<file path="src/rtl/job_initiator.sv">
// Batch job initiator: issues num_jobs start pulses to a worker, one at a time,
// with a per-attempt timeout, bounded retries and done/error completion pulses.
module job_initiator #(
  parameter int unsigned JOB_W     = 4,
  parameter int unsigned TIMEOUT   = 12,
  parameter int unsigned MAX_RETRY = 2
) (
  input  logic             clk,
  input  logic             rst,
  input  logic             go,
  input  logic [JOB_W-1:0] num_jobs,
  input  logic             worker_done,
  output logic             start,
  output logic             busy,
  output logic             batch_done,
  output logic             err,
  output logic [JOB_W-1:0] jobs_ok,
  output logic [1:0]       retries
);

  if (MAX_RETRY > 3) begin : g_bad_max_retry
    $error("job_initiator: MAX_RETRY=%0d does not fit the 2-bit retries counter", MAX_RETRY);
  end
  if (TIMEOUT < 2 || TIMEOUT > 255) begin : g_bad_timeout
    $error("job_initiator: TIMEOUT=%0d outside 2..255", TIMEOUT);
  end

  typedef enum logic [2:0] {IDLE, ISSUE, WAIT, FINISH, FAIL} state_t;

  state_t           state, state_nx;
  logic [JOB_W-1:0] count, count_nx;
  logic [JOB_W-1:0] jobs_ok_nx;
  logic [JOB_W-1:0] jobs_inc;
  logic [1:0]       retries_nx;
  logic [7:0]       timer, timer_nx;
  logic [47:0]      state_name;

  assign jobs_inc = jobs_ok + JOB_W'(1);

  always_comb begin
    state_nx   = state;
    count_nx   = count;
    jobs_ok_nx = jobs_ok;
    retries_nx = retries;
    timer_nx   = timer;
    case (state)
      IDLE: begin
        if (go) begin
          jobs_ok_nx = '0;
          retries_nx = '0;
          if (num_jobs != '0) begin
            count_nx = num_jobs;
            state_nx = ISSUE;
          end else begin
            state_nx = FINISH;
          end
        end
      end
      ISSUE: begin
        timer_nx = '0;
        state_nx = WAIT;
      end
      WAIT: begin
        // A done arriving on the timeout cycle wins over the timeout.
        if (worker_done) begin
          jobs_ok_nx = jobs_inc;
          retries_nx = '0;
          state_nx   = (jobs_inc == count) ? FINISH : ISSUE;
        end else if (timer == 8'(TIMEOUT - 1)) begin
          if (retries < 2'(MAX_RETRY)) begin
            retries_nx = retries + 2'd1;
            state_nx   = ISSUE;
          end else begin
            state_nx = FAIL;
          end
        end else begin
          timer_nx = timer + 8'd1;
        end
      end
      FINISH:  state_nx = IDLE;
      FAIL:    state_nx = IDLE;
      default: state_nx = IDLE;
    endcase
  end

  // Outputs are decoded from the next state so each pulse coincides with its state.
  always_ff @(posedge clk) begin
    if (rst) begin
      state      <= IDLE;
      count      <= '0;
      jobs_ok    <= '0;
      retries    <= '0;
      timer      <= '0;
      start      <= 1'b0;
      busy       <= 1'b0;
      batch_done <= 1'b0;
      err        <= 1'b0;
    end else begin
      state      <= state_nx;
      count      <= count_nx;
      jobs_ok    <= jobs_ok_nx;
      retries    <= retries_nx;
      timer      <= timer_nx;
      start      <= (state_nx == ISSUE);
      busy       <= (state_nx != IDLE);
      batch_done <= (state_nx == FINISH);
      err        <= (state_nx == FAIL);
    end
  end

  always_comb begin
    state_name = "?";
    case (state)
      IDLE:    state_name = "IDLE";
      ISSUE:   state_name = "ISSUE";
      WAIT:    state_name = "WAIT";
      FINISH:  state_name = "FINISH";
      FAIL:    state_name = "FAIL";
      default: state_name = "?";
    endcase
  end

endmodule

</file>
<file path="config.mk">
export PLATFORM = sky130hd
export DESIGN_NAME = job_initiator
export DESIGN_NICKNAME = d
export VERILOG_FILES = /design/src/rtl/job_initiator.sv
export SDC_FILE = /design/constraint.sdc
export NUM_CORES = 1
export LEC_CHECK = 0
export ABC_CLOCK_PERIOD_IN_PS = 1800
export BUFFER_PORTS_ARGS = -buffer_cell sky130_fd_sc_hd__buf_2
export CORE_MARGIN = 1.5
export CORE_UTILIZATION = 30
export CTS_BUF_LIST = sky130_fd_sc_hd__clkbuf_4 sky130_fd_sc_hd__clkbuf_8
export CTS_CLUSTER_SIZE = 20
export DETAILED_ROUTE_END_ITERATION = 8
export PLACE_DENSITY_LB_ADDON = 0.12
export SYNTH_ARGS = -nofsm -noshare
export SYNTH_HDL_FRONTEND = slang
export SYNTH_SLANG_ARGS = --single-unit
</file>
<file path="constraint.sdc">
create_clock -name clk -period 1.8 [get_ports clk]
set_input_delay 0.36 -clock clk [delete_from_list [all_inputs] [get_ports clk]]
set_output_delay 0.36 -clock clk [all_outputs]
set_load 0.02 [all_outputs]
</file>
==> run metrics <==
switching fraction of total power 0.2535; vias in the first global route about 1000; Clk pwr share 0.311; global-route wire length before repair 4243 um; CTS sink cnt 25; die height roughly 64 um; Core Footprint 3633 um2; clock tree buffer depth 2; status completed; num rows 22; Max-Cap Viols 0; register area 500.5 um2; clk root buf clkbuf_8; Mapped Nets 137; DP Wirelength between 1500 and 2000 um; pre-CTS setup slack -0.06216 ns; Final Power 1.067 mW; crit path capture type register; input/output buffers 17; aggregate global routing overflow 0; critical path startpoint state[2]; Peak VDD IR 0.2730 mV; sw power about 270 uW; Slew headroom 0.5931; Slew Limit Fails 0; CP Launch Type register; largest area contributor in the netlist dfxtp_1; FF-to-FF path depth 5; Multi-input gate area between 600 and 700 um2; worst r2r dst busy; final WL between 2000 and 2500 um; Area Overhead vs Synth 32.48%; diode count 0; fill cell count 394; Period minus WS final 1.729 ns; final worst-path setup slack ~0.071 ns; f_max 578.4 MHz; Clock Latency Late Sink 0.27 ns; Hold Path Sink count[2]; R2R Setup Slk between 0.07 and 0.08 ns; Area contributors post-synth dfxtp_1 (44%), nor2_1 (5.7%), xor2_1 (4.7%); #FFs+latches synth 25; worst clock skew 0.001827 ns; Pleak slightly above 0.6 nW; slowest stage delay, CP about 0.56 ns; CP max-delay cell or4b_4; Final Hold Fails 0; die area 4125 um2; DRT iter0 DRCs 26; First-pass DRT Iterations 4; Crit Path Max Fanout 4; unrepaired setup endpoints after global routing false; Internal 796.4 uW; netlist area before placement 1125 um2; routed vias 1006; Slew @ Worst Pin 0.6048 ns; register area share after synthesis 0.4449; worst min path class input port to register; endpoints failing setup 0; WP data arrival 1.93 ns; Starting Density 0.3096; nets 176; IO Count 18; Die X ~64 um; count of cell types in the netlist 34; crit path cell chain or4b_4 -> buf_4 -> nor4b_1 -> inv_1 -> o211ai_1; layout cells sized above 1 0.3152; Worst Hold Launch num_jobs[2]; final worst path period share 0.9605; Post CTS Setup Buffer Count 0; routed len/inst 11.70 um; Reg power frac 0.542; initial antenna violation count 0; Comb power frac 0.147; H-tree depth 1; PD cells 716.0 nW/um2; GRT Util Overall 0.1318; Inst Count DP about 210; DR vias/cell 4.723; DRC viols 0; Detail Route Antenna Nets 0; TritonCTS clock tree yes; cts bufs inserted 3; Yosys warnings 0; worst r2r src state[2]; clock-pin transition on the worst setup and hold timing paths 0.09 ns; syn_area_per_cell 8.857 um2; kind of critical path register to register; WHS Path Cells 3; Yosys top cell area share 0.4449; GP Congestion ~0.8; Gate Count Post-Synth 127; final non-filler cell total 213; Critical Path RT 2.00 ns; largest net degree at the start of global routing 19
synth_stat cells (all sizes together):
| cell type | number |
|---|---|
| o211ai | 1 |
| or2 | 1 |
| nor4b | 5 |
| or3 | 2 |
| buf | 1 |
| dfxtp | 25 |
| and2 | 1 |
| or3b | 2 |
| nand2 | 12 |
| a32oi | 1 |
| nor2 | 18 |
| inv | 2 |
| clkbuf | 3 |
| or4b | 1 |
| nand4 | 4 |
| nor4 | 2 |
| xnor2 | 5 |
| nor3 | 2 |
| a2111oi | 1 |
| and3 | 1 |
| xor2 | 6 |
| a22oi | 3 |
| a21oi | 11 |
| mux2i | 1 |
| o2111ai | 1 |
| nand3 | 4 |
| o21ai | 4 |
| ha | 2 |
| nor3b | 2 |
| nand2b | 2 |
| mux2 | 1 |
sequential cells by signal, indices dropped and copies added, names as in the netlist:
signal / flops
count: 4
start: 1
retries: 2
batch_done: 1
state: 3
timer: 8
busy: 1
err: 1
jobs_ok: 4
power groups by stage:
stage	logic, mW	registers, mW	clock network (mW)
6_report	0.157	0.578	0.332
3_3_place_gp	0.150	0.592	0
5_1_grt	0.172	0.582	0.375
2_1_floorplan	0.0780	0.601	0
4_1_cts	0.155	0.579	0.345
3_5_place_dp	0.150	0.591	0
worst max-delay path, delay by kind of cell, from the launching register on:
kind            cells  cell delay [ns]
flops               1             0.32
simple gates        2             1.00
buf+inv             2             0.25
compound gates      1             0.09
routing by layer:
| metal | wire length (um) | track usage |
|---|---|---|
| met1 | 1252 | 0.1569 |
| met2 | 1134 | 0.2253 |
| met3 | 55 | 0.02113 |
| met4 | 51 | 0.07181 |
| met5 | 0 | 0 |
placed cells by master, fill, tap and decap left out, drive strengths merged, types with 2 or more instances in the layout:
master / instances
buf: 38
dfxtp: 25
nor2: 18
nand2: 12
a21oi: 11
xor2: 6
xnor2: 5
nor4b: 5
nand4: 4
nand3: 4
o21ai: 4
a22oi: 3
clkbuf: 3
or3b: 2
nand2b: 2
nor3: 2
nor3b: 2
or3: 2
inv: 2
ha: 2
nor4: 2
per-stage QoR:
| step | TNS (ns) | hold WS, ns | utilization | instance area (um2) |
|---|---|---|---|---|
| after floorplan | 0 | 0.4488 | - | 1139 |
| after global placement | -0.07796 | 0.4631 | 0.3912 | 1421 |
| after detailed placement | -0.1137 | 0.4639 | 0.3912 | 1421 |
| after CTS | 0 | 0.3346 | 0.4074 | 1480 |
| after global routing | 0 | 0.3456 | 0.4101 | 1490 |
| final | 0 | 0.3382 | 0.4101 | 1490 |
repair_timing:
| item | in CTS | in global routing |
|---|---|---|
| hold buffers | 0 | 0 |
| hold endpoints to repair | 0 | 0 |
| gates resized for setup | 1 | 2 |
| setup endpoints to repair | 2 | 3 |
worst max-delay path by stage:
| stage | end | slack, ns | cells after the start |
|---|---|---|---|
| 2_1_floorplan | timer[3] | 0.02 | 6 |
| 3_3_place_gp | busy | -0.07 | 6 |
| 6_report | busy | 0.07 | 5 |
| 3_5_place_dp | busy | -0.06 | 6 |
| 5_1_grt | busy | 0.002 | 7 |
| 4_1_cts | busy | 0.04 | 5 |
cell type report:
cell class                 instances  share of cell area
multi-input combinational         96              0.4249
sequential                        25              0.3359
tap                               48             0.04030
clock buffer                       3             0.02771
timing repair buffer              38              0.1629
clock inverter                     1            0.003359
inverter                           2            0.005038
logic make-up after synthesis:
family | count (synthesis) | synth area share
AND/OR/NAND/NOR | 59 | 0.2781
flip-flops | 25 | 0.4449
multiplexers | 2 | 0.01891
buffers and inverters | 6 | 0.02447
adder cells (fa/ha/maj) | 2 | 0.02224
AO/OA/AOI/OAI | 22 | 0.1257
XOR/XNOR | 11 | 0.08565
Note: power is estimated with default switching activity, not from simulation.
